### config.mk
export PLATFORM = sky130hd
export DESIGN_NAME = fourier_ctrl
export DESIGN_NICKNAME = d
export VERILOG_FILES = /design/src/rtl/fourier_pkg.sv /design/src/rtl/fourier_phase_acc.sv /design/src/rtl/fourier_ctrl.sv
export SDC_FILE = /design/constraint.sdc
export NUM_CORES = 1
export LEC_CHECK = 0
export ABC_CLOCK_PERIOD_IN_PS = 1600
export BUFFER_PORTS_ARGS = -buffer_cell sky130_fd_sc_hd__buf_2
export CELL_PAD_IN_SITES_DETAIL_PLACEMENT = 0
export CELL_PAD_IN_SITES_GLOBAL_PLACEMENT = 2
export CORE_UTILIZATION = 32
export CTS_CLUSTER_DIAMETER = 30
export DETAILED_ROUTE_END_ITERATION = 8
export GPL_ROUTABILITY_DRIVEN = 0
export PLACE_DENSITY = 0.78
export SLEW_MARGIN = 5
export SYNTH_ARGS = -nofsm -noshare
export SYNTH_HDL_FRONTEND = slang
export SYNTH_SLANG_ARGS = --single-unit
### constraint.sdc
create_clock -name clk -period 1.6 [get_ports clk]
set_input_delay 0.24 -clock clk [delete_from_list [all_inputs] [get_ports clk]]
set_output_delay 0.24 -clock clk [all_outputs]
set_load 0.005 [all_outputs]
### src/rtl/fourier_pkg.sv
// Shared types and default sizing for the RNS Fourier datapath and its sequencer.
package fourier_pkg;

    localparam int unsigned FOURIER_N       = 16;
    localparam int unsigned FOURIER_MAC_LAT = 2;

    typedef enum logic [2:0] {
        StIdle,
        StClear,
        StRun,
        StDrain,
        StWrite
    } fctrl_state_t;

endpackage

### src/rtl/fourier_phase_acc.sv
// Running-sum twiddle phase: clear to zero, or add k each enabled cycle (natural ADDR_W wrap).
module fourier_phase_acc #(
    parameter int unsigned ADDR_W = 4
) (
    input  logic              clk,
    input  logic              reset,
    input  logic              clear,
    input  logic              add,
    input  logic [ADDR_W-1:0] k,
    output logic [ADDR_W-1:0] phase
);

    logic [ADDR_W-1:0] phase_q;

    always_ff @(posedge clk or posedge reset) begin
        if (reset) begin
            phase_q <= '0;
        end else if (clear) begin
            phase_q <= '0;
        end else if (add) begin
            phase_q <= phase_q + k;
        end
    end

    assign phase = phase_q;

endmodule

### src/rtl/fourier_ctrl.sv
// Bin-by-bin DFT sequencer: clear accumulators, stream sample/twiddle addresses, drain, write.
module fourier_ctrl
    import fourier_pkg::*;
#(
    parameter int unsigned N       = FOURIER_N,
    parameter int unsigned ADDR_W  = $clog2(N),
    parameter int unsigned MAC_LAT = FOURIER_MAC_LAT
) (
    input  logic              clk,
    input  logic              reset,
    input  logic              start,
    input  logic              abort,
    output logic              busy,
    output logic              done,
    output logic [ADDR_W-1:0] sampleAddr,
    output logic [ADDR_W-1:0] twiddleAddr,
    output logic              macClear,
    output logic              macEn,
    output logic              resWe,
    output logic [ADDR_W-1:0] resAddr
);

    localparam int unsigned CntW = (MAC_LAT > 1) ? $clog2(MAC_LAT) : 1;
    localparam logic [ADDR_W-1:0] LastIdx   = ADDR_W'(N - 1);
    localparam logic [CntW-1:0]   DrainLast = CntW'(MAC_LAT - 1);

    fctrl_state_t      state_q, state_d;
    logic [ADDR_W-1:0] n_q, n_d;
    logic [ADDR_W-1:0] k_q, k_d;
    logic [CntW-1:0]   cnt_q, cnt_d;
    logic              done_q, done_d;
    logic              phase_clr, phase_add;

    always_ff @(posedge clk or posedge reset) begin
        if (reset) begin
            state_q <= StIdle;
            n_q     <= '0;
            k_q     <= '0;
            cnt_q   <= '0;
            done_q  <= 1'b0;
        end else begin
            state_q <= state_d;
            n_q     <= n_d;
            k_q     <= k_d;
            cnt_q   <= cnt_d;
            done_q  <= done_d;
        end
    end

    always_comb begin
        state_d   = state_q;
        n_d       = n_q;
        k_d       = k_q;
        cnt_d     = cnt_q;
        done_d    = done_q;
        phase_clr = 1'b0;
        phase_add = 1'b0;
        unique case (state_q)
            StIdle: begin
                if (start) begin
                    state_d = StClear;
                    k_d     = '0;
                    done_d  = 1'b0;
                end
            end
            StClear: begin
                n_d       = '0;
                phase_clr = 1'b1;
                state_d   = StRun;
            end
            StRun: begin
                n_d       = n_q + 1'b1;
                phase_add = 1'b1;
                cnt_d     = '0;
                if (n_q == LastIdx) begin
                    state_d = StDrain;
                end
            end
            StDrain: begin
                if (cnt_q == DrainLast) begin
                    state_d = StWrite;
                end else begin
                    cnt_d = cnt_q + 1'b1;
                end
            end
            StWrite: begin
                if (k_q == LastIdx) begin
                    state_d = StIdle;
                    done_d  = 1'b1;
                end else begin
                    k_d     = k_q + 1'b1;
                    state_d = StClear;
                end
            end
            default: state_d = StIdle;
        endcase
        // Abort wins over every transition, including completion from the final write.
        if (abort && (state_q != StIdle)) begin
            state_d = StIdle;
            done_d  = done_q;
        end
    end

    fourier_phase_acc #(
        .ADDR_W(ADDR_W)
    ) u_phase_acc (
        .clk  (clk),
        .reset(reset),
        .clear(phase_clr),
        .add  (phase_add),
        .k    (k_q),
        .phase(twiddleAddr)
    );

    assign busy       = (state_q != StIdle);
    assign done       = done_q;
    assign sampleAddr = n_q;
    assign resAddr    = k_q;
    assign macClear   = (state_q == StClear);
    assign macEn      = (state_q == StRun);
    assign resWe      = (state_q == StWrite);

endmodule
# [Word-level counts from Yosys, hierarchy flattened]
# Index checks and enable logic that the tools add are counted.
[word_totals] elab_cells=52 ff_bits=17 inputBits=4 out_inout_bits=17
[op_classes] n_eq_ne=12 n_reduce_logical=10 bitwise=1 n_addsub=4 mux=19
[ops] op="two-way mux 4 bit" count=4
[ops] op="one-hot mux 4 bit (2 select lines)" count=2
[ops] op="one-hot mux 3 bit (5 select lines)" count=1
[ops] op="two-way mux 3 bit" count=4
[ops] op="adder 4 x 1 -> 4 bit, second input constant" count=2
[ops] op="equality test 4 bit, second input constant" count=2
[ops] op="nonzero test 2 bit" count=4
[ops] op="equality test 3 x 2 -> 1 bit, second input constant" count=2
[ops] op="two-way mux 1 bit" count=6
[ops] op="inequality test 3 bit, second input constant" count=2
[ops] op="AND reduction 3 bit" count=2
[ops] op="adder 4 bit" count=1
[ops] op="inequality test 2 bit, second input constant" count=2
[ops] op="one-hot mux 1 bit (2 select lines)" count=2
[ops] op="AND reduction 4 bit" count=1
[ops] op="equality test 3 x 1 -> 1 bit, second input constant" count=1
[ops] op="equality test 3 bit, second input constant" count=1
[ops] op="logical NOT 3 bit" count=1
[ops] op="inequality test 3 x 1 -> 1 bit, second input constant" count=1
[ops] op="nonzero test 3 bit" count=1
[ops] op="inequality test 2 x 1 -> 1 bit, second input constant" count=1
[ops] op="adder 1 bit, second input constant" count=1
[ops] op="logical AND 1 bit" count=1
[ops] op="inverter 1 bit" count=1

# [Longest topological paths before layout]
# Gate-level depths: netlist (run 1).
[depth] ltp_word=4 depth_mapped=5 depth_no_buf=5

# [Cells and area by module]
# A second synthesis (run 1) with hierarchy kept.
[hier_totals] cells_unflattened=103 area_unflattened_um2=987.2
[modules_own_cells] mod="fourier_ctrl" area_each_um2=715.7 n_inst=1 seq_area_each_um2=325.3 cells_each=78
[modules_own_cells] mod="fourier_phase_acc" area_each_um2=271.5 n_inst=1 seq_area_each_um2=100.1 cells_each=25

# [Worst setup path before layout (run 1)]
# Ideal clock, no wire load.
[synth_timing] path_kind="register to register" from="register k_q[0], in the netlist resAddr[0]" to="register k_q[3], in the netlist resAddr[3]" required_ns=1.513 setup_slack_ns=0.160 path_stages_with_launch=6 setup_time_ns=0.087 arrival_time_ns=1.353 n_path_buf=0 synth_period_minus_slack_ns=1.440 path_cell_list="dfrtp_1 ha_1 nand3_1 nand3_4 or3_1 a22oi_1"
[synth_between] elab_chain_len=3 word_cells_on_any_way=6 classes_between="1 x add/sub; 2 x eq/ne; 2 x mux; 1 x reduce/logical"
[synth_rtl] element="from (decl)" line_no="fourier_ctrl.sv:29" source="logic [ADDR_W-1:0] k_q, k_d;"
[synth_rtl] element="from (signal assigned)" line_no="fourier_ctrl.sv:44" source="k_q <= k_d;"
[synth_rtl] element="adder 4 x 1 -> 4 bit or equality test 4 bit (tied branches)" line_no="fourier_ctrl.sv:91, fourier_ctrl.sv:87"
[synth_rtl] element="two-way mux 4 bit or inequality test 2 bit (tied branches)"
[synth_rtl] element="one-hot mux 4 bit (2 select lines) or AND reduction 3 bit (tied branches)"
# Several ways; a longest one is shown, not always the timed one. The select of a mux whose other input is x is not followed.
# A chain may end at the register's enable or synchronous reset.

# [Worst setup path after layout (run 1)]
[layout_timing] from="register state_q[1]" to="output port macClear"
[layout_between] elab_chain_len=1
[layout_rtl] element="from (decl)" line_no="fourier_ctrl.sv:27" source="fctrl_state_t state_q, state_d;"
[layout_rtl] element="from (signal assigned)" line_no="fourier_ctrl.sv:36" source="state_q <= StIdle;"
[layout_rtl] element="from (signal assigned)" line_no="fourier_ctrl.sv:42" source="state_q <= state_d;"
[layout_rtl] element="equality test 3 x 1 -> 1 bit" line_no="fourier_ctrl.sv:119" source="assign macClear = (state_q == StClear);"
[layout_rtl] element="to (decl)" line_no="fourier_ctrl.sv:17" source="output logic macClear,"
# No other way between the ends.

==> impl_results.md, run 1 <==
* GR Overflow Total at 0
* HP Class: in2reg
* CP delay by family, top: flip-flops
* Critical Path RT at around 1400 ps
* Initial antenna violation count at 0
* Post-DRT Antenna Nets at 0
* Area growth, synth to finish at 32.2%
* CTS tree: done
* Max Clk Rate at 648 MHz
* Dpl hpwl at ~1700 um
* Endpoint kind of the worst setup timing path: primary output
* Top post-synthesis cells by area: dfrtp_1, ha_1, o21ai_0
* Post-Syn Instances at about 100
* Ports at 21
* Largest net degree at the start of global routing at 18
* Clk_lat worst skew at between 200 and 300 ps
* WHS at 169 ps
* Die Area at ~3400 um^2
* Final worst path period share at ~96%
* Number of global-route vias before repair at approximately 850
* DIE WIDTH at 58.4 um
* # nets final at about 150
* Drt first pass iters at 4
* Post-synth top cells: dfrtp_1, o21ai_0, inv_1, a21oi_1, and3_1
* Crit path buffers/inverters at 2
* Critical path arrival at roughly 1300 ps
* Dpl cells at roughly 170
* Critical-path cell list: buf_6 > nor3_4 > buf_2
* Final Hold Viols at 0
* Outcome: finished, final reports clean
* P_leak at 0.676 nW
* First-pass GRT wire length at slightly above 4000 um
* Yosys warning count at 0
* Avg Inst Size Synth at between 9 and 10 um^2
* EDFF count, synth at 0
* Final Slew Violations at 0
* Input/output buffers at 20
* Synthesized net count at 114
* Remaining DRCs at 0
* Clock buffer depth at 2
* Chip height at just under 60 um
* Top FF cell, synth: dfrtp_1
* Relative slew slack at between 80% and 90%
* Crit-path slowest cell: dfrtp_2
* Yosys top cell area share at roughly two fifths
* DRT iter0 DRCs at 24
* Max-cap violations at 0
* Root buf cell: clkbuf_4
* CP max FO at 5
* Setup-failing EPs final at 0
* Fin Setup TNS at 0 ps
* Yosys cell types at 40
* Synth area leader: dfrtp_1
* Vias per cell at about 4.9
* Slew @ Worst Pin at between 200 and 300 ps
* RSZ-0062 raised after global routing: true
* Row cnt at 20
* Peak VDD IR at 0.482 mV
* H-Tree Depth at 1
* Setup Skew at 3.34 ps
* Via count at between 800 and 900
* Sequential share of the synthesized area at between 40% and 50%
* Post-Syn Area at 1020 um^2
* Yosys reg bits at 17
* Ys async rst share at 100%
* CP startpoint kind: flip-flop
* Num CTS Buffers at 3
* Final cell count without fillers at about 180
* Starting Density at around 34%
* Clk slew on worst S/H paths at 100 ps
* Final Util at roughly 44%
* Wire per inst at between 10 and 15 um
* Top-count cell post-synth: dfrtp_1
* CTS sink cnt at 17
* Drt total wl at between 2000 and 2500 um
* Fin crit period at 1540 ps
* ANT cells at 0
* WS Path Type: reg2out
* Pwr dens at between 900 and 1000 nW/um^2
* Layout cells sized above 1 at between 30% and 40%
* Worst path max stage delay at 500 ps
* Core area at a little over 3000 um^2
* Total track usage at between 10% and 20%
## where the power goes
part	switching, mW	internal (mW)
clock	0.146	0.0929
combinational	0.238	0.240
sequential	0.0776	0.486
## per-stage QoR
step	worst slack (ps)	power (mW)	cell area [um^2]
final	57.1	1.28	1350
after global routing	-6.67	1.38	1350
after CTS	-6.19	1.26	1300
after detailed placement	71.1	0.935	1200
after global placement	116	0.933	1200
after floorplan	160	0.794	1020
## metal layers
metal	part of all wire [%]	GRT usage (%)	vias to the layer above
met5	0	0	-
met4	0.78	5.10	0
met3	2.9	2.20	2
met2	46	23.3	15
met1	50	23.6	431
li1	-	-	451
## flip-flops by register name (all words and copies together) (netlist names)
signal,count
done,1
resAddr,4
cnt_q,1
sampleAddr,4
u_phase_acc.phase,4
state_q,3
## placed cells by master (no fill, tap or decap), types with 2 or more instances in the layout
| master | count |
|---|---|
| buf_4 | 12 |
| and3_1 | 6 |
| dfrtp_2 | 5 |
| or3_1 | 2 |
| ha_1 | 4 |
| nand3_1 | 2 |
| nor3_4 | 2 |
| clkbuf_4 | 3 |
| inv_1 | 8 |
| a22o_1 | 5 |
| a21oi_1 | 7 |
| o21ai_0 | 9 |
| nor3_1 | 2 |
| nand2_1 | 5 |
| buf_2 | 20 |
| nor2_1 | 5 |
| buf_6 | 3 |
| dfrtp_1 | 12 |
| mux2i_1 | 2 |
## cell type report
class / instances / area [um^2]
multi-input combinational: 74 / 561
inverter: 9 / 36.3
clock buffer: 3 / 22.5
tap: 44 / 55.1
sequential: 17 / 432
timing repair buffer: 36 / 234
fill: 319 / 1680
clock inverter: 1 / 5.00
## worst paths after layout
path / to / slack [ps] / startpoint / depth (start not counted)
max reg2reg: u_phase_acc.phase[3] / 130 / u_phase_acc.phase[2] / 5
max in group asynchronous: state_q[0] / 890 / reset / 4
min in group asynchronous: sampleAddr[1] / 490 / reset / 4
min: state_q[1] / 170 / abort / 2
min reg2reg: done / 510 / done / 2
max: macClear / 60 / state_q[1] / 3
## kinds of logic (layout without fill, tap and decap cells)
| kind of cell | count (synthesis) | count (layout) | synth area share, % |
|---|---|---|---|
| xor gates and xnor gates | 1 | 1 | 0.861 |
| and+or+nand+nor | 37 | 37 | 23.7 |
| muxes | 2 | 2 | 1.97 |
| buffers and inverters | 13 | 49 | 6.27 |
| adders and majority gates | 6 | 6 | 8.12 |
| DFF | 17 | 17 | 41.8 |
| AOI/OAI and AO/OA | 28 | 28 | 17.2 |
## what timing repair did
action,4_1_cts,5_1_grt
hold buffers,1,0
endpoints found under the hold margin,17,0
pin swaps,1,0
buffers inserted,7,1
gates resized for setup,4,11
endpoints found under the setup margin,4,5
Note: power is estimated with default switching activity, not from simulation.
==> run 2, diff against run 1 <==
ABC_CLOCK_PERIOD_IN_PS = 1300   (was 1600)
CORE_UTILIZATION = 29   (was 32)
PLACE_DENSITY = 0.75   (was 0.78)
clock period = 1.3 ns   (was 1.6 ns; I/O delays follow)
==> impl_results.md, run 2 (synthesized netlist as in run 1, its figures left out) <==
* Num CTS Buffers at 3 (unchanged)
* Peak VDD IR at 0.606 mV (+26%)
* Min-delay src: abort
* Max-cap violations at 0 (unchanged)
* CTS sink cnt at 17 (unchanged)
* Clock buffer depth at 2 (unchanged)
* DRT iter0 DRCs at 20 (-17%)
* Slew @ Worst Pin at 340 ps (+69.8 ps)
* CP max FO at 5 (unchanged)
* Layout cells sized above 1 at 61.4% (+23 points)
* Dpl hpwl at 1950 um (+13%)
* Core area at 3340 um^2 (+10%)
* Via count at 1037 (+15%)
* Dpl cells at 194 (+13%)
* Relative slew slack at 77.3% (-4.5 points)
* Number of global-route vias before repair at 1029 (+21%)
* Max Clk Rate at between 600 and 700 MHz
* R2r worst-path depth at 5 (unchanged)
* Post-DRT Antenna Nets at 0 (unchanged)
* Final cell count without fillers at 217 (+18%)
* First-pass GRT wire length at 4770 um (+18%)
* Fillers at 296 (-7.2%)
* Busiest grt layer: met2
* Met2 Usage GRT at 28.1% (+4.8 points)
* Met1 Use GR at 23.2% (-0.32 points)
* DIE WIDTH at 61.2 um (+4.9%)
* Fin crit period at approximately 1500 ps
* Reg2reg end: u_phase_acc.phase[1]
* Final Slew Violations at 0 (unchanged)
* R2r setup slk at -150 ps (-280 ps)
* Chip height at 61.2 um (+4.9%)
* Final worst path period share at 115%
* Final Power at 1.93 mW (+51%)
* Hold Path Cell Cnt at 2 (unchanged)
* Worst Setup SP: state_q[1]
* Die Area at 3750 um^2 (+10%)
* Setup WS post-layout at -199 ps (-256 ps)
* Initial antenna violation count at 0 (unchanged)
* Clk slew on worst S/H paths at 100 ps (about the same)
* Failing checks: negative setup slack
* Row cnt at 21 (+5.0%)
* Critical path arrival at 1300 ps (about the same)
* Grt met3 use at 3.57% (+1.4 points)
* Input/output buffers at 20 (unchanged)
* Area growth, synth to finish at 78.2%
* Drt first pass iters at 4 (unchanged)
* Setup-failing EPs final at 13 (+13)
* ANT cells at 0 (unchanged)
* Most frequent cells in the layout: buf_4, buf_6, buf_2
* Ports at 21 (unchanged)
* WS Path Type: reg2out
* Final Util at 54.3% (+9.9 points)
* Setup Skew at 0.978 ps (-2.37 ps)
* Start of the worst register-to-register path: resAddr[0]
* Place WS at -157 ps (-228 ps)
* Worst Hold Endpoint: state_q[1]
* Starting Density at 30.5% (-3.1 points)
* GR Overflow Total at 0 (unchanged)
* Wire per inst at 14.4 um (+9.1%)
* # nets final at 182 (+21%)
* Commonest non-fill, non-tap cell in the layout: buf_4
* HP Class: in2reg
* Endpoint kind of the worst setup timing path: primary output
* Largest net degree at the start of global routing at 11 (-7)
* Vias per cell at 4.78 (-2.2%)
* Drt total wl at 3140 um (+29%)
* Total track usage at 17.7% (+2.0 points)
* Outcome: finished with violations
* Pwr dens at 1070 nW/um^2 (+12%)
* Remaining DRCs at 0 (unchanged)
* H-Tree Depth at 1 (unchanged)
* WHS at 125 ps (-43.7 ps)
* P_leak at 0.858 nW (+27%)
* Final Hold Viols at 0 (unchanged)
* CTS tree: done
* Root buf cell: clkbuf_4
* CP startpoint kind: flip-flop
* Critical Path RT at 1110 ps (-250 ps)
* RSZ-0062 raised after global routing: true
* Clk_lat worst skew at 290 ps (about the same)
==> run 2: cell count changes in the layout (fill, tap and decap cells not counted), sizes merged <==
cell / delta
clkinv: -1
clkbuf: +1
buf: +31
==> run 2: worst max-delay path by stage <==
stage,end,cells after the start
2_1_floorplan,u_phase_acc.phase[1],5
3_3_place_gp,resAddr[3],5
3_5_place_dp,u_phase_acc.phase[1],5
4_1_cts,macClear,4
5_1_grt,busy,4
6_report,busy,4
==> run 2: layout make-up <==
class	count	area, um^2	area share, %
Tap cell	46	57.6	3.17
Sequential cell	17	432	23.8
Inverter	9	36.3	2.00
Clock buffer	4	26.3	1.45
Timing Repair Buffer	67	569	31.4
Multi-Input combinational cell	74	692	38.2
==> run 2: power breakdown <==
| part | leakage [nW] | switching (mW) | internal, mW |
|---|---|---|---|
| Sequential | 0.225 | 0.0916 | 0.597 |
| Clock | 0.0150 | 0.178 | 0.119 |
| Combinational | 0.618 | 0.405 | 0.544 |
==> run 2: metal layers <==
layer	share of wire, %	wire length, um
met2	53	1650
met1	44	1370
met4	0.93	29
met5	0	0
met3	2.7	84
==> run 2: per-stage QoR <==
step           area (um^2)  TNS [ps]
5_1_grt               1810     -2310
3_5_place_dp          1390      -811
3_3_place_gp          1390      -750
6_report              1810     -1470
2_1_floorplan         1040      -368
4_1_cts               1700     -1440
==> run 2: timing repair <==
action | in CTS | in global routing
pin swaps | 19 | 11
endpoints found under the setup margin | 16 | 20
buffers inserted | 44 | 7
hold buffers | 1 | 0
resized for setup | 39 | 28
cloned | 0 | 0
hold endpoints to repair | 7 | 0
==> run 2: critical path, stage by stage (launching register included) <==
cell     delay [ps]
dfrtp_2         510
nor3_2          220
buf_4           150
inv_2            30
buf_6           100
==> run 3, diff against run 2 <==
SYNTH_HIERARCHICAL = 1   (was unset)
==> impl_results.md, run 3 <==
* Setup Skew at 4.34 ps (+3.36 ps)
* Remaining DRCs at 0 (unchanged)
* Largest net degree at the start of global routing at 14 (+3)
* XOR/XNOR share of the synthesized area at 0.887% (+0.026 points)
* Top post-synthesis cells by area: dfrtp_1, ha_1, mux2i_1
* Failing checks: negative setup slack
* Drt first pass iters at 4 (unchanged)
* Num CTS Buffers at 3 (unchanged)
* Core area at 3150 um^2 (-5.5%)
* Setup-failing EPs final at 16 (+3)
* Clock buffer depth at 2 (unchanged)
* Initial antenna violation count at 0 (unchanged)
* Max Clk Rate at 617 MHz (-7.5%)
* Setup WS post-layout at -320 ps (-121 ps)
* Dpl cells at 190 (-2.1%)
* # nets final at 167 (-8.2%)
* Critical Path RT at 1110 ps (about the same)
* Input/output buffers at 20 (unchanged)
* Pwr dens at 1630 nW/um^2 (+53%)
* Post-synth top cells: dfrtp_1, nor2_1, nand2_1
* Peak VDD IR at 0.612 mV (+0.87%)
* CTS sink cnt at 17 (unchanged)
* First-pass GRT wire length at 4060 um (-15%)
* Fin Setup TNS at -2870 ps (-1400 ps)
* Root buf cell: clkbuf_4
* Layout cells sized above 1 at 47.4% (-14 points)
* EDFF count, synth at 0 (unchanged)
* GR Overflow Total at 0 (unchanged)
* Area growth, synth to finish at 54.8%
* Final cell count without fillers at 200 (-7.8%)
* Slew @ Worst Pin at 556 ps (+216 ps)
* Crit-path slowest cell: or3b_4
* Synthesized net count at 113 (-0.88%)
* WS Path Type: reg2out
* Relative slew slack at 62.9% (-14 points)
* Row cnt at 20 (-4.8%)
* Adder-Cell Fraction of Synth Area at 8.37% (+0.25 points)
* Crit path buffers/inverters at 3 (unchanged)
* Synth area leader: dfrtp_1
* Wire per inst at 12.2 um (-15%)
* Critical-path cell list: or3b_4 > inv_4 > buf_6 > buf_6
* Top-count cell post-synth: dfrtp_1
* Commonest non-fill, non-tap cell in the layout: buf_4
* DIE WIDTH at 60.3 um (-1.4%)
* Worst path max stage delay at 440 ps (-70 ps)
* Endpoint kind of the worst setup timing path: primary output
* Drt total wl at 2450 um (-22%)
* DRT iter0 DRCs at 19 (-5.0%)
* Vias per cell at 4.71 (-1.5%)
* Yosys warning count at 6 (+6)
* Chip height at 60.3 um (-1.4%)
* Final Hold Viols at 0 (unchanged)
* CP startpoint kind: flip-flop
* Top FF cell, synth: dfrtp_1
* Yosys reg bits at 17 (unchanged)
* WHS at 184 ps (+58.3 ps)
* Clk slew on worst S/H paths at 110 ps (about the same)
* CP delay by family, top: simple AND/OR/NAND/NOR gates
* Final Util at 48.5% (-5.9 points)
* HP Class: in2reg
* Clk_lat worst skew at 290 ps (about the same)
* Critical path arrival at 1420 ps (+120 ps)
* Most frequent cell on the critical path: buf_6
* Sequential share of the synthesized area at 43.1% (+1.3 points)
* Die Area at 3640 um^2 (-2.9%)
* Max-cap violations at 0 (unchanged)
* Dpl hpwl at 1780 um (-8.7%)
* Combinational family with the most area after synthesis: simple AND/OR/NAND/NOR gates
* Post-synthesis simple-gate area fraction at 19.6% (-4.1 points)
* Ports at 21 (unchanged)
* Post-Syn Area at 987 um^2 (-3.0%)
* P_leak at 0.775 nW (-9.7%)
* Final worst path period share at 125% (+9.3 points)
* Ys async rst share at 100% (unchanged)
* ANT cells at 0 (unchanged)
* RSZ-0062 raised after global routing: true
* Hold Path Cell Cnt at 2 (unchanged)
* Compound-gate portion of the synthesized area at 15.5% (-1.8 points)
* Post-DRT Antenna Nets at 0 (unchanged)
* Final Slew Violations at 0 (unchanged)
* Outcome: finished with violations
* Total track usage at 15.1% (-2.6 points)
* Via count at 941 (-9.3%)
* Post-synthesis mux area share at 8.49% (+6.5 points)
* H-Tree Depth at 1 (unchanged)
* CTS tree: done
* Yosys cell types at 36 (-10%)
* Crit path depth at 4 (unchanged)
* Yosys top cell area share at 43.1% (+1.3 points)
* R2r worst-path depth at 5 (unchanged)
* Most frequent cells in the layout: buf_4, buf_2, dfrtp_1
* Avg Inst Size Synth at 9.58 um^2 (-2.0%)
* Post-Syn Instances at 103 (-0.96%)
* Number of global-route vias before repair at 924 (-10%)
* Fin crit period at 1620 ps (+121 ps)
* CP max FO at 4 (-1)
* Starting Density at 31.3% (+0.83 points)
## run 3: cell types whose count changed after synthesis, moves of 3 or more
cell / delta
mux2i_1: +3
nor2_1: +7
inv_1: -5
nand2_1: +4
and3_1: -4
o21ai_0: -4
## run 3: cells by family after synthesis
family / after synthesis
XOR/XNOR: 1
multiplexers: 8
buffers and inverters: 8
flip-flops: 17
adder cells (fa/ha/maj): 6
AND/OR/NAND/NOR: 39
AO/OA/AOI/OAI: 24
## run 3: final timing paths
check / slack [ps] / from / endpoint
max: -320 / state_q[0] / macEn
min: 180 / abort / state_q[1]
max reg2reg: -310 / u_phase_acc/phase[1] / u_phase_acc/phase[3]
min reg2reg: 500 / done / done
max in group asynchronous: 410 / reset / resAddr[1]
min in group asynchronous: 330 / reset / u_phase_acc/phase[2]
## run 3: power by group
part / internal [mW] / switching [mW]
registers: 0.632 / 0.0863
clock network: 0.114 / 0.178
logic: 0.838 / 0.648
total: 1.58 / 0.913
## run 3: final cells by class
type | count | area, um^2
clock buffer | 3 | 22.5
clock inverter | 1 | 5.00
fill | 332 | 1630
inverter | 4 | 17.5
multi-input combinational | 78 | 608
sequential | 17 | 427
tap | 44 | 55.1
timing repair buffer | 53 | 393
## run 3: per-layer routing
metal | vias up | track usage (%) | wire [um]
met5 | - | 0 | 0
met4 | 0 | 5.98 | 15
met3 | 2 | 2.56 | 44
met2 | 10 | 25.7 | 1250
met1 | 451 | 19.0 | 1140
li1 | 478 | - | -
## run 3: timing repair
action | in CTS | in global routing
gates resized for setup | 19 | 8
endpoints found under the setup margin | 18 | 18
pin swaps | 12 | 8
hold endpoints to repair | 17 | 0
hold buffers | 1 | 0
setup buffers | 3 | 4
## run 3: stage by stage
| stage | cell area, um^2 | worst slack (ps) | total power [mW] |
|---|---|---|---|
| floorplan | 1010 | -359 | 1.37 |
| global placement | 1330 | -301 | 1.88 |
| detailed placement | 1330 | -343 | 1.90 |
| CTS | 1480 | -333 | 2.42 |
| global route | 1530 | -391 | 2.68 |
| finish | 1530 | -320 | 2.50 |
